### src/rtl/pingpong_rd_merge.sv
// Merges the alternating read bursts of the two ping-pong RAMs into one ordered FWFT stream.
// Optional data-sequence checker enabled by defining PINGPONG_SEQ_CHECK_EN.
module pingpong_rd_merge #(
    parameter int DATA_W     = 8,
    parameter int BURST_LEN  = 50,
    parameter int RD_LAT     = 1,
    parameter int FIFO_DEPTH = 8
) (
    input  logic              sys_clk,
    input  logic              sys_rst_n,
    input  logic              ram1_rd_en,
    input  logic              ram2_rd_en,
    input  logic [DATA_W-1:0] ram1_rd_data,
    input  logic [DATA_W-1:0] ram2_rd_data,
    input  logic              out_ready,
    output logic              out_valid,
    output logic [DATA_W-1:0] out_data,
    output logic              out_bank,
    output logic [15:0]       word_cnt,
    input  logic              err_clr,
    output logic              rd_conflict,
    output logic              short_burst,
    output logic              overflow,
    output logic              seq_err
);

    localparam int PTR_W  = $clog2(FIFO_DEPTH);
    localparam int CNT_W  = $clog2(FIFO_DEPTH) + 1;
    localparam int BCNT_W = $clog2(BURST_LEN + 1);

    localparam logic [1:0] ST_IDLE  = 2'd0;
    localparam logic [1:0] ST_BANK1 = 2'd1;
    localparam logic [1:0] ST_BANK2 = 2'd2;

    logic [RD_LAT-1:0] vld_pipe;
    logic [RD_LAT-1:0] bank_pipe;
    logic              cap_vld;
    logic              cap_bank;
    logic [DATA_W-1:0] cap_data;
    logic              conflict_ev;

    // RAM1 wins a conflict, so the delayed bank bit is simply "RAM1 not requesting"
    always_ff @(posedge sys_clk or negedge sys_rst_n) begin
        if (!sys_rst_n) begin
            vld_pipe  <= '0;
            bank_pipe <= '0;
        end else begin
            vld_pipe[0]  <= ram1_rd_en | ram2_rd_en;
            bank_pipe[0] <= ~ram1_rd_en;
            for (int i = 1; i < RD_LAT; i++) begin
                vld_pipe[i]  <= vld_pipe[i-1];
                bank_pipe[i] <= bank_pipe[i-1];
            end
        end
    end

    assign cap_vld     = vld_pipe[RD_LAT-1];
    assign cap_bank    = bank_pipe[RD_LAT-1];
    assign cap_data    = cap_bank ? ram2_rd_data : ram1_rd_data;
    assign conflict_ev = ram1_rd_en & ram2_rd_en;

    logic [1:0]        state;
    logic [BCNT_W-1:0] burst_cnt;
    logic              bank_switch;
    logic              short_ev;

    assign bank_switch = cap_vld && (state != ST_IDLE) && ((state == ST_BANK2) != cap_bank);
    assign short_ev    = bank_switch && (burst_cnt != BCNT_W'(BURST_LEN));

    always_ff @(posedge sys_clk or negedge sys_rst_n) begin
        if (!sys_rst_n) begin
            state     <= ST_IDLE;
            burst_cnt <= '0;
        end else if (cap_vld) begin
            state <= cap_bank ? ST_BANK2 : ST_BANK1;
            if ((state == ST_IDLE) || bank_switch)
                burst_cnt <= BCNT_W'(1);
            else if (burst_cnt != BCNT_W'(BURST_LEN))
                burst_cnt <= burst_cnt + BCNT_W'(1);
        end
    end

    logic [DATA_W-1:0] data_mem [FIFO_DEPTH];
    logic              bank_mem [FIFO_DEPTH];
    logic [PTR_W-1:0]  wr_ptr;
    logic [PTR_W-1:0]  rd_ptr;
    logic [CNT_W-1:0]  fifo_cnt;
    logic              fifo_full;
    logic              do_rd;
    logic              do_wr;
    logic              ovf_ev;

    // A full FIFO still accepts a write when the head is leaving in the same cycle
    assign fifo_full = (fifo_cnt == CNT_W'(FIFO_DEPTH));
    assign do_rd     = out_valid && out_ready;
    assign do_wr     = cap_vld && (!fifo_full || do_rd);
    assign ovf_ev    = cap_vld && fifo_full && !do_rd;

    always_ff @(posedge sys_clk) begin
        if (do_wr) begin
            data_mem[wr_ptr] <= cap_data;
            bank_mem[wr_ptr] <= cap_bank;
        end
    end

    always_ff @(posedge sys_clk or negedge sys_rst_n) begin
        if (!sys_rst_n) begin
            wr_ptr   <= '0;
            rd_ptr   <= '0;
            fifo_cnt <= '0;
            word_cnt <= '0;
        end else begin
            if (do_wr) begin
                wr_ptr   <= wr_ptr + PTR_W'(1);
                word_cnt <= word_cnt + 16'd1;
            end
            if (do_rd)
                rd_ptr <= rd_ptr + PTR_W'(1);
            if (do_wr && !do_rd)
                fifo_cnt <= fifo_cnt + CNT_W'(1);
            else if (do_rd && !do_wr)
                fifo_cnt <= fifo_cnt - CNT_W'(1);
        end
    end

    assign out_valid = (fifo_cnt != '0);
    assign out_data  = out_valid ? data_mem[rd_ptr] : '0;
    assign out_bank  = out_valid ? bank_mem[rd_ptr] : 1'b0;

    // A new event wins over err_clr in the same cycle
    always_ff @(posedge sys_clk or negedge sys_rst_n) begin
        if (!sys_rst_n) begin
            rd_conflict <= 1'b0;
            short_burst <= 1'b0;
            overflow    <= 1'b0;
        end else begin
            rd_conflict <= (rd_conflict & ~err_clr) | conflict_ev;
            short_burst <= (short_burst & ~err_clr) | short_ev;
            overflow    <= (overflow & ~err_clr) | ovf_ev;
        end
    end

`ifdef PINGPONG_SEQ_CHECK_EN
    logic              have_ref;
    logic [DATA_W-1:0] ref_word;
    logic              seq_ev;

    // Dropped words still advance the reference so one overflow does not cascade
    assign seq_ev = cap_vld && have_ref && (cap_data != ref_word + DATA_W'(1));

    always_ff @(posedge sys_clk or negedge sys_rst_n) begin
        if (!sys_rst_n) begin
            have_ref <= 1'b0;
            ref_word <= '0;
            seq_err  <= 1'b0;
        end else begin
            if (cap_vld) begin
                have_ref <= 1'b1;
                ref_word <= cap_data;
            end
            seq_err <= (seq_err & ~err_clr) | seq_ev;
        end
    end
`else
    assign seq_err = 1'b0;
`endif

endmodule

### config.mk
export PLATFORM = sky130hd
export DESIGN_NAME = pingpong_rd_merge
export DESIGN_NICKNAME = d
export VERILOG_FILES = /design/src/rtl/pingpong_rd_merge.sv
export SDC_FILE = /design/constraint.sdc
export NUM_CORES = 1
export LEC_CHECK = 0
export CAP_MARGIN = 20
export CORE_UTILIZATION = 51
export DETAILED_ROUTE_END_ITERATION = 8
export PLACE_DENSITY = 0.79
export SYNTH_ARGS = -nofsm -noshare
export SYNTH_HDL_FRONTEND = slang
export SYNTH_SLANG_ARGS = --single-unit
### constraint.sdc
create_clock -name sys_clk -period 2.4 [get_ports sys_clk]
set_input_delay 0.24 -clock sys_clk [delete_from_list [all_inputs] [get_ports sys_clk]]
set_output_delay 0.24 -clock sys_clk [all_outputs]
set_load 0.02 [all_outputs]
==> results.sh, run 1 <==
export IMPL_status="finished with violations"
export IMPL_violations="negative hold slack"
export IMPL_syn_nets=335
export IMPL_grt_max_degree=40
export IMPL_peakVddDrop_mv=0.860
export IMPL_cts_buffer_depth=2
export IMPL_cp_max_fo=10
export IMPL_crit_arrival_ps=2080
export IMPL_syn_area_sq_um=4820
export IMPL_hold_viol_final=34
export IMPL_dieHeight_microns=99.2
export IMPL_crit_required_ps=2160
export IMPL_slowest_stage="mux4_2"
export IMPL_slew_headroom_pct=42.1
export IMPL_postCtsHoldBufs=0
export IMPL_cts_tree="built"
export IMPL_path_clk_slew_ps=100
export IMPL_synth_edf_count=72
export IMPL_yosys_top_cells_count="edfxtp_1 (72), dfrtp_1 (39), mux4_2 (18), xnor2_1 (18), nor2_1 (16)"
export IMPL_first_iter_violations=122
export IMPL_drive_gt1_share_pct=24.9
export IMPL_seq_area_frac_synth_pct=65.1
export IMPL_rows=35
export IMPL_cts_buffers=9
export IMPL_portBuffers=50
export IMPL_synthArstFlopShare_pct=35.1
export IMPL_grt_overflow=0
export IMPL_grt_pass1_wl_mm=13.9
export IMPL_syn_inst=304
export IMPL_drcViolationCount=0
export IMPL_period_minus_slack_ps=2320
export IMPL_grt_setup_unrepaired="false"
export IMPL_synthToLayoutAreaGrowth_pct=22.3
export IMPL_antenna_found_initial=0
export IMPL_vias_per_cell=5.48
export IMPL_synth_area_leaders="edfxtp_1 (45%), dfrtp_1 (20%), mux4_2 (8.4%), xnor2_1 (3.3%), mux2i_1 (2.7%)"
export IMPL_crit_path_max_incr_delay_ps=540
export IMPL_h_tree_depth=3
export IMPL_cp_top_family="multiplexers"
export IMPL_yosys_warnings=0
export IMPL_avgSynthCellArea_sq_um=15.9
export IMPL_yosys_most_used_dff="edfxtp_1"
export IMPL_finClkSkew_ps=10.3
export IMPL_fmax_mhz=432
export IMPL_yosysTopAreaCell="edfxtp_1"
export IMPL_synth_most_common_cell="edfxtp_1"
export IMPL_fin_tns_setup_ps=0
export IMPL_crit_chain="buf_12 > mux4_2 > mux2i_2 > nor2_1 > dlygate4sd2_1"
export IMPL_end_kind="output pin"
export IMPL_p_leak_uw=0.00221
export IMPL_ys_ff_latch=111
export IMPL_grt_pass1_vias=2811
export IMPL_crit_path_start_kind="register"
export IMPL_hpwl_mm=5.92
export IMPL_path_class="reg -> out"
export IMPL_num_vias=2742
export IMPL_fin_util_pct=64.1
export IMPL_die_w_microns=99.2
export IMPL_core_sq_um=9200
export IMPL_clk_latency_ps=360
export IMPL_hold_path_class="in -> async"
export IMPL_cp_buffers_inverters=2
export IMPL_drv_slew=0
export IMPL_clock_sinks=111
export IMPL_synth_top_area_share_pct=44.8
export IMPL_wl_per_cell_microns=17.6
export IMPL_gp_congestion=0.780
export IMPL_worst_slew_pin_slew_ps=868
export IMPL_ant_nets=0
export IMPL_initial_utilization_pct=52.4
export IMPL_nNetsFinal=415
export IMPL_hold_slack_ps=-14.9
export IMPL_dieArea_sq_um=9850
export IMPL_finalCritPeriodShare_pct=96.5
export IMPL_drt_total_wl_mm=8.80
export IMPL_ios=52
export IMPL_n_antenna_cell=0
export IMPL_power_density_nw_per_um2=1170
export IMPL_drt_pass1_iter_count=4
export IMPL_grt_total_usage_pct=19.0
export IMPL_cap_violations=0
export IMPL_setup_viol=0
export IMPL_root_buffer="clkbuf_8"
export IMPL_netlist_cell_type_count=50
flip-flops by register name (all words and copies together) (netlist names):
register / cells
short_burst: 1
data_mem: 64
overflow: 1
rd_ptr: 3
bank_mem: 8
wr_ptr: 3
cap_vld: 1
word_cnt: 16
fifo_cnt: 4
rd_conflict: 1
bank_pipe: 1
state: 2
burst_cnt: 6
cells in the final DEF (no fill, tap or decap), drive strengths merged, types with 4 or more instances in the layout:
master,instances
ha,8
clkbuf,9
o21ai,8
mux2,13
inv,12
nand4,4
edfxtp,72
mux4,18
xnor2,18
nand2,14
nor2,16
nand3,13
buf,29
dfrtp,39
dlygate4sd2,9
mux2i,13
and3,5
clkdlybuf4s50,40
nor3,9
xor2,4
layer usage:
metal / vias up / share of wire, % / track usage, % / routed length (microns)
met5: - / 0 / 0 / 0
met4: 0 / 1.3 / 6.33 / 118
met3: 11 / 3.7 / 3.65 / 328
met2: 65 / 49 / 31.1 / 4310
met1: 1364 / 46 / 25.8 / 4040
li1: 1302 / - / - / -
path summary, 6_finish.rpt:
path                         startpoint  slack [ps]  cells past startpoint      endpoint
max                           rd_ptr[0]          80                      5   out_data[3]
min                           sys_rst_n         -10                      1  word_cnt[10]
max reg2reg                 fifo_cnt[1]         130                     11   fifo_cnt[3]
min reg2reg                word_cnt[15]         480                      1  word_cnt[15]
max in group asynchronous     sys_rst_n        1820                      1     rd_ptr[0]
min in group sys_clk         ram1_rd_en         400                      2     bank_pipe
report_power, final:
| part | leakage (uW) | internal [uW] | switching, uW |
|---|---|---|---|
| logic | 0.000969 | 1430 | 1410 |
| clock network | 0.0000967 | 496 | 638 |
| registers | 0.00114 | 2530 | 373 |
| total | 0.00221 | 4460 | 2420 |
stage by stage:
step	instances	area, sq um	power, uW	worst slack (ps)
detailed placement	479	5620	5770	-59.4
floorplan	304	4850	4650	2.15
global route	500	5900	7240	14.6
CTS	495	5820	6770	30.2
finish	500	5900	6880	83.5
global placement	479	5620	5650	57.3
area by class of cell:
class	instances	area, sq um
tap	111	139
multi-input combinational	174	1650
sequential	111	3140
timing repair buffer	78	719
fill	661	3300
clock inverter	7	82.6
inverter	10	40.0
clock buffer	9	124
logic make-up (layout without fill, tap and decap cells):
logic type	Yosys count	count (layout)	share of synthesized area [%]
XOR/XNOR	22	22	4.00
other	1	1	0.0778
flip-flops	111	111	65.1
AND/OR/NAND/NOR	73	73	8.25
adder cells (fa/ha/maj)	9	9	2.49
multiplexers	44	44	14.4
AO/OA/AOI/OAI	25	25	3.74
buffers and inverters	19	104	1.97
repair_timing:
item | in CTS | in global routing
endpoints found under the setup margin | 9 | 3
resized for setup | 10 | 6
pin swaps | 0 | 4
buffers inserted | 0 | 5
Power figures use the tool's default switching activity.
==> run 2, diff against run 1 <==
Settings changed: CELL_PAD_IN_SITES_DETAIL_PLACEMENT set to 1, CELL_PAD_IN_SITES_GLOBAL_PLACEMENT set to 1, CORE_ASPECT_RATIO set to 0.75, CORE_UTILIZATION 51 to 43, CTS_CLUSTER_DIAMETER set to 40.
==> run 2 against run 1 <==
Compared with the run above: the run now ends clean; largest cell class unchanged; flip-flop and latch count is the same; largest power group unchanged; register-to-register slack better by 40 ps; wire length is 18% higher; critical endpoint unchanged; die area rose by 18%; highest routed layer unchanged.
==> results.sh, run 2 (synthesis results as in run 1) <==
export IMPL_status="complete, no violations"
export IMPL_fin_util_pct=54.7
export IMPL_worst_slew_pin_slew_ps=905
export IMPL_drv_slew=0
export IMPL_first_iter_violations=172
export IMPL_power_density_nw_per_um2=1210
export IMPL_pre_cts_ws_ps=12.4
export IMPL_crit_chain="buf_4 > mux4_2 > mux2i_1 > nor2_1 > dlygate4sd2_1"
export IMPL_cp_max_fo=4
export IMPL_hold_path_class="in -> async"
export IMPL_grt_max_degree=40
export IMPL_dieHeight_microns=93.7
export IMPL_n_antenna_cell=0
export IMPL_initial_utilization_pct=44.2
export IMPL_nNetsFinal=413
export IMPL_dieArea_sq_um=11600
export IMPL_num_vias=2842
export IMPL_slowest_stage="mux4_2"
export IMPL_p_leak_uw=0.00225
export IMPL_peakVddDrop_mv=0.569
export IMPL_crit_path_start_kind="register"
export IMPL_end_kind="output pin"
export IMPL_r2r_setup_slack_ps=170
export IMPL_fmax_mhz=430
export IMPL_design_area_sq_um=5960
export IMPL_crit_arrival_ps=2090
export IMPL_crit_path_max_incr_delay_ps=510
export IMPL_grt_pass1_vias=3156
export IMPL_vias_per_cell=5.39
export IMPL_core_sq_um=10900
export IMPL_final_common_cell="edfxtp_1"
export IMPL_die_w_microns=124
export IMPL_ant_nets=0
export IMPL_hpwl_mm=7.27
export IMPL_placed_area_sq_um=5660
export IMPL_worstRegToRegCells=10
export IMPL_fin_tns_setup_ps=0
export IMPL_path_class="reg -> out"
export IMPL_root_buffer="clkbuf_16"
export IMPL_period_minus_slack_ps=2330
export IMPL_h_tree_depth=3
export IMPL_path_clk_slew_ps=70
export IMPL_hold_viol_final=0
export IMPL_clk_latency_ps=350
export IMPL_grt_setup_unrepaired="false"
export IMPL_drcViolationCount=0
export IMPL_largestRegisters="data_mem: 64 flops, word_cnt: 16 flops, bank_mem: 8 flops"
export IMPL_largest_register="data_mem"
export IMPL_finalCritPeriodShare_pct=96.9
export IMPL_grt_overflow=0
export IMPL_drive_gt1_share_pct=23.5
export IMPL_rows=33
export IMPL_antenna_found_initial=0
export IMPL_slew_headroom_pct=39.7
export IMPL_cap_violations=0
export IMPL_cts_setup_buffers=0
export IMPL_ios=52
export IMPL_wl_per_cell_microns=19.7
export IMPL_drt_pass1_iter_count=4
export IMPL_clock_sinks=111
export IMPL_finClkSkew_ps=7.13
export IMPL_grt_pass1_wl_mm=16.9
export IMPL_final_setup_worst_slack_ps=74.7
export IMPL_gp_congestion=0.790
export IMPL_cts_buffer_depth=2
export IMPL_largest_reg_flops=64
export IMPL_final_cell_mix="edfxtp_1 (72), clkdlybuf4s50_1 (40), dfrtp_1 (37)"
export IMPL_crit_required_ps=2160
export IMPL_setup_viol=0
export IMPL_drt_total_wl_mm=10.4
export IMPL_synthToLayoutAreaGrowth_pct=23.7
export IMPL_cts_tree="built"
export IMPL_cts_buffers=9
export IMPL_grt_total_usage_pct=19.5
export IMPL_portBuffers=50
## run 2: critical path: cells and delay by family, from the launching register on
family	cells	cell delay, ps
buffers and inverters	2	510
DFF	1	420
muxes	2	730
and+or+nand+nor	1	70
## run 2: cell type report
cell class,instances,area (sq um)
fill,1081,4940
sequential,111,3140
inverter,10,40.0
clock buffer,9,225
multi-input combinational,174,1620
tap,140,175
clock inverter,7,80.1
timing repair buffer,76,687
## run 2: where the power goes
| part | internal (uW) | total [uW] | leakage (uW) | switching [uW] |
|---|---|---|---|---|
| Clock | 825 | 1530 | 0.000150 | 702 |
| Sequential | 2530 | 2890 | 0.00114 | 353 |
| Combinational | 1340 | 2780 | 0.000954 | 1440 |
## run 2: layer usage
layer	wire length (microns)	vias up	GRT usage, %
met5	0	-	0
met1	4670	1474	24.4
met4	102	0	5.42
li1	-	1307	-
met3	340	9	4.56
met2	5260	52	34.2
## run 2: worst paths after layout
path	from	to
setup / recovery	rd_ptr[0]	out_data[3]
hold / removal	sys_rst_n	burst_cnt[5]
setup reg to reg	fifo_cnt[0]	fifo_cnt[3]
hold reg to reg	word_cnt[15]	word_cnt[15]
max in group asynchronous	sys_rst_n	fifo_cnt[1]
min in group sys_clk	ram1_rd_en	bank_pipe
## run 2: metrics by stage
step / hold WS [ps] / std cells / total power [uW]
2_1_floorplan: -55.6 / 304 / 4650
3_3_place_gp: 418 / 511 / 5690
3_5_place_dp: 421 / 511 / 5850
4_1_cts: 30.8 / 527 / 7300
5_1_grt: 83.5 / 527 / 7590
6_report: 16.5 / 527 / 7190
## run 2: what timing repair did
action / CTS / global route
endpoints found under the setup margin: 9 / 1
hold buffers: 0 / 0
resized for setup: 10 / 1
gates cloned: 0 / 0
